`src/rtl/serial_adder_if.sv`:
```
// Handshake/data bundle for serial_adder.
//   start      : request to begin an addition (sampled on rising clk)
//   a, b, cin  : operands and carry-in, captured in the start cycle only
//   busy       : high while an addition is in progress
//   done       : one-cycle pulse marking sum/cout valid
//   sum, cout  : registered result and carry-out
// master drives the request side, slave is the adder.
interface serial_adder_if #(
  parameter int unsigned WIDTH = 8
);
  logic             start;
  logic [WIDTH-1:0] a;
  logic [WIDTH-1:0] b;
  logic             cin;
  logic             busy;
  logic             done;
  logic [WIDTH-1:0] sum;
  logic             cout;

  modport master (
    output start, a, b, cin,
    input  busy, done, sum, cout
  );

  modport slave (
    input  start, a, b, cin,
    output busy, done, sum, cout
  );
endinterface

```
`src/rtl/serial_adder.sv`:
```
// Bit-serial adder: one full-adder cell plus a carry flip-flop, LSB first,
// one bit per clock. WIDTH cycles of RUN, then a one-cycle DONE pulse.
//   clk   : rising-edge clock for all state
//   rst_n : asynchronous active-low reset
//   bus   : serial_adder_if slave (start/a/b/cin in, busy/done/sum/cout out)
// WIDTH legal range is 2..32.
module serial_adder #(
  parameter int unsigned WIDTH = 8
) (
  input logic           clk,
  input logic           rst_n,
  serial_adder_if.slave bus
);

  localparam int unsigned     CntW    = $clog2(WIDTH + 1);
  localparam logic [CntW-1:0] LastCnt = CntW'(WIDTH - 1);

  typedef enum logic [1:0] {
    StIdle,
    StRun,
    StDone
  } state_e;

  state_e           state_q, state_d;
  logic [WIDTH-1:0] a_q, a_d;
  logic [WIDTH-1:0] b_q, b_d;
  logic [WIDTH-1:0] res_q, res_d;
  logic [WIDTH-1:0] sum_q, sum_d;
  logic [CntW-1:0]  cnt_q, cnt_d;
  logic             carry_q, carry_d;
  logic             cout_q, cout_d;

  logic             fa_bit;
  logic             fa_carry;
  logic [WIDTH-1:0] res_shift;

  // The single full-adder cell.
  assign fa_bit    = a_q[0] ^ b_q[0] ^ carry_q;
  assign fa_carry  = (a_q[0] & b_q[0]) | (a_q[0] & carry_q) | (b_q[0] & carry_q);
  // New bit enters at the MSB so after WIDTH shifts the LSB sits at bit 0.
  assign res_shift = {fa_bit, res_q[WIDTH-1:1]};

  always_comb begin
    state_d = state_q;
    a_d     = a_q;
    b_d     = b_q;
    res_d   = res_q;
    sum_d   = sum_q;
    cnt_d   = cnt_q;
    carry_d = carry_q;
    cout_d  = cout_q;

    unique case (state_q)
      StIdle: begin
        if (bus.start) begin
          a_d     = bus.a;
          b_d     = bus.b;
          carry_d = bus.cin;
          cnt_d   = '0;
          res_d   = '0;
          state_d = StRun;
        end
      end
      StRun: begin
        a_d     = a_q >> 1;
        b_d     = b_q >> 1;
        carry_d = fa_carry;
        res_d   = res_shift;
        cnt_d   = cnt_q + CntW'(1);
        if (cnt_q == LastCnt) begin
          sum_d   = res_shift;
          cout_d  = fa_carry;
          state_d = StDone;
        end
      end
      StDone: begin
        state_d = StIdle;
      end
      default: begin
        state_d = StIdle;
      end
    endcase
  end

  always_ff @(posedge clk or negedge rst_n) begin
    if (!rst_n) begin
      state_q <= StIdle;
      a_q     <= '0;
      b_q     <= '0;
      res_q   <= '0;
      sum_q   <= '0;
      cnt_q   <= '0;
      carry_q <= 1'b0;
      cout_q  <= 1'b0;
    end else begin
      state_q <= state_d;
      a_q     <= a_d;
      b_q     <= b_d;
      res_q   <= res_d;
      sum_q   <= sum_d;
      cnt_q   <= cnt_d;
      carry_q <= carry_d;
      cout_q  <= cout_d;
    end
  end

  // Decoded straight from the state register so reset clears them at once.
  assign bus.busy = (state_q != StIdle);
  assign bus.done = (state_q == StDone);
  assign bus.sum  = sum_q;
  assign bus.cout = cout_q;

endmodule

```
`src/flat_wrapper.sv`:
```
// flat-port wrapper written by rule: the top's interface ports become plain ports
module serial_adder_flat 
#(
  parameter int unsigned WIDTH = 8
)
  (clk, rst_n, bus_start, bus_a, bus_b, bus_cin, bus_busy, bus_done, bus_sum, bus_cout);
  serial_adder_if #(.WIDTH(WIDTH)) bus_i ();
  input logic clk;
  input logic rst_n;
  input wire logic [$bits(bus_i.start)-1:0] bus_start;
  input wire logic [$bits(bus_i.a)-1:0] bus_a;
  input wire logic [$bits(bus_i.b)-1:0] bus_b;
  input wire logic [$bits(bus_i.cin)-1:0] bus_cin;
  output wire logic [$bits(bus_i.busy)-1:0] bus_busy;
  output wire logic [$bits(bus_i.done)-1:0] bus_done;
  output wire logic [$bits(bus_i.sum)-1:0] bus_sum;
  output wire logic [$bits(bus_i.cout)-1:0] bus_cout;
  assign bus_i.start = bus_start;
  assign bus_i.a = bus_a;
  assign bus_i.b = bus_b;
  assign bus_i.cin = bus_cin;
  assign bus_busy = bus_i.busy;
  assign bus_done = bus_i.done;
  assign bus_sum = bus_i.sum;
  assign bus_cout = bus_i.cout;
  serial_adder #(.WIDTH(WIDTH)) u_core (.clk(clk), .rst_n(rst_n), .bus(bus_i));
endmodule
```
`config.mk`:
```
export PLATFORM = sky130hd
export DESIGN_NAME = serial_adder_flat
export DESIGN_NICKNAME = d
export VERILOG_FILES = /design/src/rtl/serial_adder_if.sv /design/src/rtl/serial_adder.sv /design/src/flat_wrapper.sv
export SDC_FILE = /design/constraint.sdc
export NUM_CORES = 1
export LEC_CHECK = 0
export ABC_AREA = 1
export CAP_MARGIN = 20
export CORE_MARGIN = 2
export CORE_UTILIZATION = 55
export DETAILED_ROUTE_END_ITERATION = 7
export HOLD_SLACK_MARGIN = 0.02
export PLACE_DENSITY = 0.91
export REMOVE_ABC_BUFFERS = 1
export SYNTH_ARGS = -nofsm -noshare
export SYNTH_HDL_FRONTEND = slang
export SYNTH_SLANG_ARGS = --single-unit
```
`constraint.sdc`:
```
create_clock -name clk -period 2.94 [get_ports clk]
set_input_delay 0.588 -clock clk [delete_from_list [all_inputs] [get_ports clk]]
set_output_delay 0.588 -clock clk [all_outputs]
set_load 0.005 [all_outputs]
```
# Word level (Yosys, flattened, before mapping)
# Cells that the tools add are included.
[op_classes]
bitwise_logic = 7
n_mux = 13
n_addsub = 1
eq_ne = 5
n_reduce_logical = 6
[ops]
columns = ["op", "count"]
rows = [
  ["one-hot mux 8 bit (2 select lines)", 3],
  ["two-way mux 8 bit", 3],
  ["one-hot mux 4 bit (2 select lines)", 1],
  ["AND reduction 2 bit", 3],
  ["adder 4 x 1 -> 4 bit (second input constant)", 1],
  ["== test 4 x 3 -> 1 bit (second input constant)", 1],
  ["two-way mux 2 bit", 2],
  ["two-way mux 4 bit", 1],
  ["one-hot mux 2 bit (2 select lines)", 1],
  ["nonzero test 2 bit", 2],
  ["AND 1 bit", 3],
  ["== test 2 x 1 -> 1 bit (second input constant)", 1],
  ["== test 2 bit (second input constant)", 1],
  ["logical NOT 2 bit", 1],
  ["inequality test 2 x 1 -> 1 bit (second input constant)", 1],
  ["inequality test 2 bit (second input constant)", 1],
  ["bitwise OR 1 bit", 2],
  ["one-hot mux 1 bit (2 select lines)", 1],
  ["XOR 1 bit", 2],
  ["two-way mux 1 bit", 1],
]
[totals]
output_inout_bits = 11
register_bits = 40

# Longest topological paths before layout
# Gate-level depths: netlist (run 1).
[logic_depth]
ltp_word = 4
depth_mapped = 6
mapped_depth_nobuf = 6

# Least setup slack after synthesis (run 1)
# No wires, ideal clock.
[synth_path]
path_type = "flip-flop to output port"
from = "register u_core.state_q[0]"
to = "output port bus_busy"
t_arrival_ns = 0.871
stages_incl_launch_ff = 4
path_slack_ns = 1.481
t_required_ns = 2.352
cell_sequence = "dfrtp_1 nor2_2 buf_2 inv_1"
[synth_between]
elab_chain_cells = 1
[synth_rtl]
columns = ["element", "line_no", "rtl"]
rows = [
  ["from (decl)", "serial_adder.sv:24", "state_e state_q, state_d;"],
  ["from (signal assigned)", "serial_adder.sv:87", "state_q <= StIdle;"],
  ["from (signal assigned)", "serial_adder.sv:96", "state_q <= state_d;"],
  ["nonzero test 2 bit", "serial_adder.sv:108", "assign bus.busy = (state_q != StIdle);"],
  ["to (decl)", "flat_wrapper.sv:14", "output wire logic [$bits(bus_i.busy)-1:0] bus_busy;"],
]
# Every way passes these cells.

# Worst setup path in the final report (run 1)
# Same ends and word-level chain as after synthesis.

==> results.yml, run 1 <==
status:
  outcome: "finished, final reports clean"
timing:
  setup_tns_ns: 0
  rsz0062_at_grt: "no"
  hold_ws_ns: 0.314
  finalMaxSlewViolations: 0
  period_minus_slack_ns: 2.22
  max-slew-margin-rel_pct: 45.3
  tightest_slew_ns: 0.820
  max_freq_ghz: 0.451
  period_share_pct: 75.4
  finalSetupViolations: 0
  skew_ns: 0.0124
  final_hold_viol_count: 0
grt:
  grt_pass1_vias: 1356
  grt_usage_pct: 21.3
  antenna_found_initial: 0
  grt_pass1_wl_um: 5750
  grt_max_degree: 40
  grt.overflow.total: 0
cts:
  hold_buffers: 0
  post_cts_resized: 0
  insertion_delay_ns: 0.35
  clock_path_buffers: 2
  cts_sinks: 39
  postCtsSetupBuffers: 0
  htreeDepth: 2
  clock-root-buffer: "clkbuf_4"
  clk_pin_slew_worst_paths_ns: 0.12
  cts_tree: "built"
  cts_inserted_buffers: 5
logic_synthesis:
  postSynthCellCount: 195
  ys_seq_elements: 39
  syn_area_um2: 1720
  seq_area_frac_synth_pct: 56.8
  synth_cell_types: 20
  synth.top_cell.area_share_pct: 56.8
  yosys-top-cells-area: "dfrtp_1, nand3_1, nand2_1"
  avgSynthCellArea_um2: 8.82
  yosysTopAreaCell: "dfrtp_1"
  yosys_warnings: 0
critical_path:
  end_kind: "primary output"
  critPathKind: "flop to primary output"
  rrSetupSlack_ns: 1.14
  required_ns: 2.35
  crit_fanout: 16
  critPathLaunchType: "flop"
  cp.arrival_ns: 1.63
floorplanning:
  die-area_um2: 3590
  coreArea_um2: 3000
  initial_utilization_pct: 57.3
  die_h_um: 59.9
  io_pins: 31
  fp.dieW_um: 59.9
  fp-row-count: 20
power_and_ir_drop:
  p_leak_nw: 1.03
  p_per_area_nw_per_um2: 990
  ir_drop_mv: 0.374
route:
  wl_um: 3200
  drc_errors: 0
  ant_nets: 0
  num_vias: 1426
  vias_per_cell: 5.53
  firstDrtPassIters: 5
  dr.first_iter.drc_count: 67
  route.detailed.wl_per_inst_um: 12.4
place:
  place_inst: 250
  gp_congestion: 0.764
  portBuffers: 30
  dp_hpwl_um: 2090
hold_path:
  hold_path.class: "input pin to asynchronous set/reset pin"
cells_and_area:
  multi_input_area_um2: 654
  area_growth_pct: 21.5
  diodes: 0
  final_cells: 258
  fill_cells: 238
  layout-drive-gt1-share_pct: 7.56
  fin_util_pct: 69.6
  final_cell_mix: "nand2_1, nand3_1, dfrtp_1"
  nNetsFinal: 246
  mostFrequentLayoutCell: "nand2_1"
  seq_area_um2: 976
run:
  maxCapViolCount: 0
-- power breakdown --
part           total, mW  switching [mW]  internal (mW)  leakage (nW)
Combinational      0.780           0.446          0.334         0.472
Sequential         0.911           0.153          0.758         0.507
Clock              0.377           0.176          0.201        0.0482
Total               2.07           0.775           1.29          1.03
-- synthesized netlist by cell type --
cell      number
a21oi_1        1
a21boi_1       1
nand2_2        2
o21ai_1        1
buf_6          3
inv_4          1
buf_2          6
ha_1           1
inv_1          3
nand3_1       59
o21ai_0        2
nor2_2         1
nand4_1        1
nand2_1       65
nor2_4         1
nor2_1         5
dfrtp_1       39
inv_2          1
fa_1           1
clkbuf_1       1
-- routing by layer --
layer  GRT usage (%)  wire length [µm]  up-vias
met1            29.7              1480      662
li1                -                 -      699
met2            33.9              1490       60
met4            6.67                34        0
met3            3.90               198        5
met5               0                 0        -
-- path summary, 6_finish.rpt --
path / from / end / depth (start not counted)
worst max-delay path: u_core.state_q[0] / bus_busy / 4
worst min-delay path: rst_n / u_core.cnt_q[2] / 1
worst max register to register: u_core.state_q[1] / u_core.bus.cout / 6
worst min register to register: u_core.bus.sum[3] / u_core.bus.sum[3] / 2
max in group asynchronous: rst_n / u_core.b_q[2] / 1
min in group clk: u_core.bus.sum[3] / u_core.bus.sum[3] / 2
-- stage by stage --
step	instance area, µm²	setup WS, ns	power [mW]
after floorplan	1650	1.50	1.38
after global placement	2000	1.10	1.66
after detailed placement	2000	1.07	1.70
after CTS	2090	0.718	2.07
after global routing	2090	0.629	2.24
final	2090	0.725	2.07
-- critical path: stages, from the launching register on --
cell and delay [ns]:
dfrtp_1 0.45, nor2_2 0.12, buf_4 0.20, inv_1 0.06, clkdlybuf4s50_1 0.44
-- registers in the layout, summed over array words and instances (netlist names) --
signal           count
u_core.carry_q       1
u_core.a_q           8
u_core.bus.cout      1
u_core.cnt_q         4
u_core.b_q           8
u_core.state_q       2
u_core.res_q         7
u_core.bus.sum       8
-- cell type report --
cell class / count / share of cell area (%)
sequential: 39 / 46.7
tap: 33 / 1.98
timing repair buffer: 32 / 14.9
clock inverter: 2 / 1.68
inverter: 5 / 1.02
clock buffer: 6 / 2.46
multi-input combinational: 141 / 31.3
-- logic make-up (layout without fill, tap and decap cells) --
logic type / after synthesis / in the layout / synth area share [%]
compound gates: 5 / 5 / 1.60
fa+ha+maj: 2 / 2 / 1.89
buf+inv: 15 / 45 / 5.17
flops: 39 / 39 / 56.8
simple gates: 134 / 134 / 34.6
Power figures use the tool's default switching activity.
==> run 2, diff against run 1 <==
--- a/config.mk
+++ b/config.mk
@@ -8,10 +8,10 @@
 export ABC_AREA = 1
 export CAP_MARGIN = 20
 export CORE_MARGIN = 2
-export CORE_UTILIZATION = 55
+export CORE_UTILIZATION = 51
 export DETAILED_ROUTE_END_ITERATION = 7
 export HOLD_SLACK_MARGIN = 0.02
-export PLACE_DENSITY = 0.91
+export PLACE_DENSITY = 0.86
 export REMOVE_ABC_BUFFERS = 1
 export SYNTH_ARGS = -nofsm -noshare
 export SYNTH_HDL_FRONTEND = slang
==> constraint.sdc (replaced) <==
create_clock -name clk -period 2.05 [get_ports clk]
set_input_delay 0.41 -clock clk [delete_from_list [all_inputs] [get_ports clk]]
set_output_delay 0.41 -clock clk [all_outputs]
set_load 0.005 [all_outputs]
==> run 2 against run 1 <==
Against the previous run: clock skew down 0.0021 ns; clock-buffer cell count increased by 2; sequential share of layout area is 0.47 points lower; worst setup slack got worse by 0.54 ns; register-to-register slack got worse by 0.63 ns; clock power grew 16%; final cell count rose by 6.2%; flip-flop and latch count is the same; total power up 39%; via count is 2.2% lower; first-iteration DRC count shrank 30%; utilization is 5.3 points lower; critical endpoint unchanged.
==> results.yml, run 2 (synthesis gave the netlist of run 1 again) <==
place:
  portBuffers: 30
  place_area_um2: 2040
  dp_hpwl_um: 2290
  gp_congestion: 0.729
cts:
  clock-root-buffer: "clkbuf_4"
  htreeDepth: 2
  cts_inserted_buffers: 5
  hold_buffers: 0
  postCtsSetupBuffers: 0
  clock_path_buffers: 2
  insertion_delay_ns: 0.34
  clk_pin_slew_worst_paths_ns: 0.11
  post_cts_resized: 0
  cts_sinks: 39
  cts_tree: "built"
grt:
  grt_usage_pct: 19.7
  grt_max_degree: 29
  grt_pass1_vias: 1232
  grt.overflow.total: 0
  antenna_found_initial: 0
  grt_pass1_wl_um: 5420
run:
  maxCapViolCount: 0
route:
  firstDrtPassIters: 4
  num_vias: 1395
  ant_nets: 0
  route.detailed.wl_per_inst_um: 11.6
  wl_um: 3190
  dr.first_iter.drc_count: 47
  vias_per_cell: 5.09
  drc_errors: 0
critical_path:
  critPathLaunchType: "flop"
  slowest_stage: "dfrtp_1"
  end_kind: "primary output"
  required_ns: 1.64
  cp.arrival_ns: 1.46
  crit_fanout: 4
  max_stage_delay_ns: 0.45
  crit_chain: "nor2_2, inv_1, clkdlybuf4s50_1"
  critPathKind: "flop to primary output"
cells_and_area:
  final_cell_mix: "nand2_1, nand3_1, dfrtp_1"
  finalInstanceArea_um2: 2110
  area_growth_pct: 22.8
  mostFrequentLayoutCell: "nand2_1"
  diodes: 0
  layout-drive-gt1-share_pct: 8.33
  nNetsFinal: 249
timing:
  max-slew-margin-rel_pct: 65.6
  skew_ns: 0.0103
  setup_tns_ns: 0
  rsz0062_at_grt: "no"
  tightest_slew_ns: 0.516
  period_minus_slack_ns: 1.87
  max_freq_ghz: 0.535
  period_share_pct: 91.1
  finalSetupViolations: 0
  finalMaxSlewViolations: 0
  final_hold_viol_count: 0
hold_path:
  hold_path.class: "input pin to asynchronous set/reset pin"
floorplanning:
  die_h_um: 62.1
  coreArea_um2: 3280
  initial_utilization_pct: 52.3
  fp-row-count: 21
  fp.dieW_um: 62.1
  io_pins: 31
  die-area_um2: 3850
power_and_ir_drop:
  power_frac_seq_pct: 45.3
  p_int_mw: 1.78
  p_leak_nw: 1.03
  power_frac_clock_pct: 15.2
  p_per_area_nw_per_um2: 1360
  ir_drop_mv: 0.673
  swShare_pct: 38.0
  power_mw: 2.87
  combPwrFrac_pct: 39.5
  p_switching_mw: 1.09
status:
  outcome: "finished, final reports clean"
## run 2: cell count changes in the layout (fill, tap and decap cells not counted), sizes merged
cell,previous run,this run
buf,3,6
bufinv,1,0
clkbuf,6,8
clkinv,1,0
## run 2: through the flow
| step | setup WS [ns] | util, % | hold slack (ns) | std cells |
|---|---|---|---|---|
| floorplan | 0.633 | - | 0.114 | 185 |
| detailed placement | 0.347 | 62.2 | 0.418 | 266 |
| global placement | 0.401 | 62.2 | 0.419 | 266 |
| finish | 0.182 | 64.3 | 0.0197 | 274 |
| global route | 0.109 | 64.3 | 0.0640 | 274 |
| CTS | 0.182 | 64.3 | 0.0385 | 274 |
## run 2: worst max-delay path: cells and delay by family (launching register included)
kind	cells	cell delay, ns
buffers and inverters	2	0.49
DFF	1	0.45
and+or+nand+nor	1	0.17
## run 2: worst paths after layout
| check | cells past startpoint | end | slack (ns) | startpoint |
|---|---|---|---|---|
| max | 3 | bus_busy | 0.18 | u_core.state_q[0] |
| min | 1 | u_core.cnt_q[3] | 0.02 | rst_n |
| max reg2reg | 5 | u_core.bus.sum[5] | 0.51 | u_core.state_q[0] |
| min reg2reg | 2 | u_core.bus.sum[6] | 0.48 | u_core.res_q[7] |
| max in group asynchronous | 2 | u_core.b_q[7] | 1.50 | rst_n |
| min in group clk | 2 | u_core.bus.sum[6] | 0.48 | u_core.res_q[7] |
## run 2: power by group through the flow
| stage | Sequential [mW] | Clock [mW] | Combinational [mW] |
|---|---|---|---|
| after floorplan | 1.28 | 0 | 0.690 |
| after global placement | 1.30 | 0 | 1.12 |
| after detailed placement | 1.31 | 0 | 1.15 |
| after CTS | 1.30 | 0.439 | 1.15 |
| after global routing | 1.34 | 0.473 | 1.31 |
| final | 1.30 | 0.437 | 1.13 |
## run 2: layout make-up
type                       count  area [µm²]
sequential                    39         976
fill                         276        1170
multi-input combinational    141         654
inverter                       5        21.3
tap                           46        57.6
clock buffer                   8        68.8
timing repair buffer          35         333
## run 2: routing by layer
layer	GRT usage (%)	vias to the layer above	wire length (µm)
li1	-	713	-
met1	25.8	628	1460
met2	30.8	49	1520
met3	4.55	5	165
met4	9.42	0	42
met5	0	-	0
==> run 3, diff against run 2 <==
--- a/config.mk
+++ b/config.mk
@@ -5,13 +5,13 @@
 export SDC_FILE = /design/constraint.sdc
 export NUM_CORES = 1
 export LEC_CHECK = 0
-export ABC_AREA = 1
+export ABC_AREA = 0
 export CAP_MARGIN = 20
 export CORE_MARGIN = 2
 export CORE_UTILIZATION = 51
 export DETAILED_ROUTE_END_ITERATION = 7
 export HOLD_SLACK_MARGIN = 0.02
-export PLACE_DENSITY = 0.86
+export PLACE_DENSITY = 0.87
 export REMOVE_ABC_BUFFERS = 1
 export SYNTH_ARGS = -nofsm -noshare
 export SYNTH_HDL_FRONTEND = slang
==> run 3 against run 2 <==
Against the previous run: flip-flop and latch count stayed put; clock power increased by 18%; die area down 1.1%; via count down 5.5%; first-iteration DRC count shrank 8.5%; total power increased by 6.0%; synthesized cell count down 24%; maximum frequency shrank 5.8%.
==> results.yml, run 3 <==
power_and_ir_drop:
  swShare_pct: 34.3
  p_per_area_nw_per_um2: 1410
  ir_drop_mv: 0.759
  p_leak_nw: 0.935
  p_switching_mw: 1.04
  p_int_mw: 2.00
  power_frac_clock_pct: 17.0
  combPwrFrac_pct: 39.2
  power_frac_seq_pct: 43.9
critical_path:
  crit_chain: "or2_2, clkdlybuf4s50_1"
  path_buf_inv: 1
  crit_fanout: 6
  required_ns: 1.64
  critPathKind: "flop to primary output"
  end_kind: "primary output"
  path_delay_family: "flip-flops"
  r2r_start: "u_core.state_q[1]"
  critPathLaunchType: "flop"
  max_stage_delay_ns: 0.46
  slowest_stage: "dfrtp_1"
  crit_start: "u_core.state_q[0]"
  cp.arrival_ns: 1.57
cells_and_area:
  nNetsFinal: 207
  seq_area_um2: 976
  diodes: 0
  final_cell_mix: "dfrtp_1, clkdlybuf4s50_1, o21ai_0"
  layout-drive-gt1-share_pct: 16.7
  final_cells: 230
  area_growth_pct: 27.2
  fill_cells: 241
  multi_input_area_um2: 683
  fin_util_pct: 69.7
  mostFrequentLayoutCell: "dfrtp_1"
cts:
  clk_pin_slew_worst_paths_ns: 0.12
  cts_sinks: 39
  post_cts_resized: 0
  clock_path_buffers: 2
  postCtsSetupBuffers: 0
  insertion_delay_ns: 0.35
  clock-root-buffer: "clkbuf_4"
  cts_tree: "built"
  cts_inserted_buffers: 5
  htreeDepth: 2
  hold_buffers: 0
floorplanning:
  io_pins: 31
  die-area_um2: 3810
  fp.dieW_um: 61.7
  fp-row-count: 20
  coreArea_um2: 3100
  initial_utilization_pct: 54.8
  die_h_um: 61.7
status:
  outcome: "finished, final reports clean"
route:
  drc_errors: 0
  dr.first_iter.drc_count: 43
  route.detailed.wl_per_inst_um: 15.1
  ant_nets: 0
  num_vias: 1318
  vias_per_cell: 5.73
  firstDrtPassIters: 4
  wl_um: 3470
grt:
  antenna_found_initial: 0
  grt_usage_pct: 20.2
  grt.overflow.total: 0
  grt_pass1_vias: 1238
  grt_max_degree: 40
  grt_pass1_wl_um: 5490
place:
  gp_congestion: 0.788
  dp_hpwl_um: 2470
  place_inst: 221
  portBuffers: 30
timing:
  period_minus_slack_ns: 1.98
  finalSetupViolations: 0
  tightest_slew_ns: 0.831
  rsz0062_at_grt: "no"
  final_hold_viol_count: 0
  skew_ns: 0.0105
  max_freq_ghz: 0.504
  setup_tns_ns: 0
  period_share_pct: 96.7
  max-slew-margin-rel_pct: 44.6
  finalMaxSlewViolations: 0
logic_synthesis:
  yosys_warnings: 0
  yosysTopAreaCell: "dfrtp_1"
  async_reset_ff_share_pct: 100
  postSynthCellCount: 148
  synth_most_common_cell: "dfrtp_1"
  synth_top_flop_cell: "dfrtp_1"
  synth_edf_count: 0
  synth.top_cell.area_share_pct: 57.4
  avgSynthCellArea_um2: 11.5
  yosys-top-cells-area: "dfrtp_1, a22oi_1, mux2_2"
  yosys-top-cells-count: "dfrtp_1, o21ai_0, a22oi_1"
  synth_cell_types: 23
  seq_area_frac_synth_pct: 57.4
  ys_seq_elements: 39
  syn_area_um2: 1700
run:
  maxCapViolCount: 0
hold_path:
  hold_path.class: "input pin to asynchronous set/reset pin"
==> run 3: cell types whose count changed in the layout (fill, tap and decap cells not counted), sizes merged, moves of 2 or more <==
cell	before	now
a22oi	0	16
nor2	7	2
nand2	67	10
mux2	0	9
a22o	0	8
o21ai	3	18
nand3	59	1
clkbuf	8	5
a21oi	1	11
nor2b	0	14
inv	5	1
buf	6	10
clkinv	0	2
==> run 3: worst register-to-register path: cells and delay by family, from the launching register on <==
kind | cells | cell delay (ns)
DFF | 1 | 0.45
muxes | 1 | 0.39
and+or+nand+nor | 2 | 0.68
==> run 3: worst paths after layout <==
kind / cells after the start / end / slack (ns)
max: 2 / bus_busy / 0.07
min: 1 / u_core.bus.sum[1] / 0.14
max reg2reg: 3 / u_core.bus.sum[3] / 0.43
min reg2reg: 2 / u_core.b_q[4] / 0.50
max in group asynchronous: 1 / u_core.b_q[1] / 1.38
min in group clk: 2 / u_core.b_q[4] / 0.50
==> run 3: power by group through the flow <==
| stage | sequential, mW | combinational, mW | clock [mW] |
|---|---|---|---|
| 6_report | 1.34 | 1.19 | 0.517 |
| 2_1_floorplan | 1.33 | 0.655 | 0 |
| 5_1_grt | 1.38 | 1.34 | 0.557 |
| 3_5_place_dp | 1.35 | 1.18 | 0 |
| 3_3_place_gp | 1.32 | 1.12 | 0 |
| 4_1_cts | 1.33 | 1.19 | 0.533 |
==> run 3: layout make-up <==
cell class	instances	share of cell area, %
multi-input cells	99	31.6
inverters	1	0.174
clock buffers	5	1.74
repair buffers	39	16.8
clock inverters	3	2.03
well taps	44	2.55
flip-flops and latches	39	45.1
==> run 3: routing by layer <==
metal / GRT usage [%] / part of all wire [%] / vias up
met5: 0 / 0 / -
met4: 7.90 / 2.1 / 0
met3: 5.59 / 6.1 / 7
met2: 33.7 / 49 / 54
met1: 24.9 / 43 / 649
li1: - / - / 608
==> run 3: kinds of logic after synthesis <==
family                   share of synthesized area, %
multiplexers                                     6.55
AO/OA/AOI/OAI                                    21.4
buffers and inverters                            2.36
flip-flops                                       57.4
AND/OR/NAND/NOR                                  10.3
adder cells (fa/ha/maj)                          1.91
==> run 3: per-stage QoR <==
step                hold WS, ns  area [µm²]  power, mW  worst slack, ns
finish                    0.141        2160       3.05           0.0676
global route              0.199        2160       3.27          0.00184
CTS                       0.162        2150       3.05           0.0519
detailed placement        0.478        2070       2.53            0.269
global placement          0.464        2070       2.45            0.348
floorplan                 0.114        1660       1.99            0.397
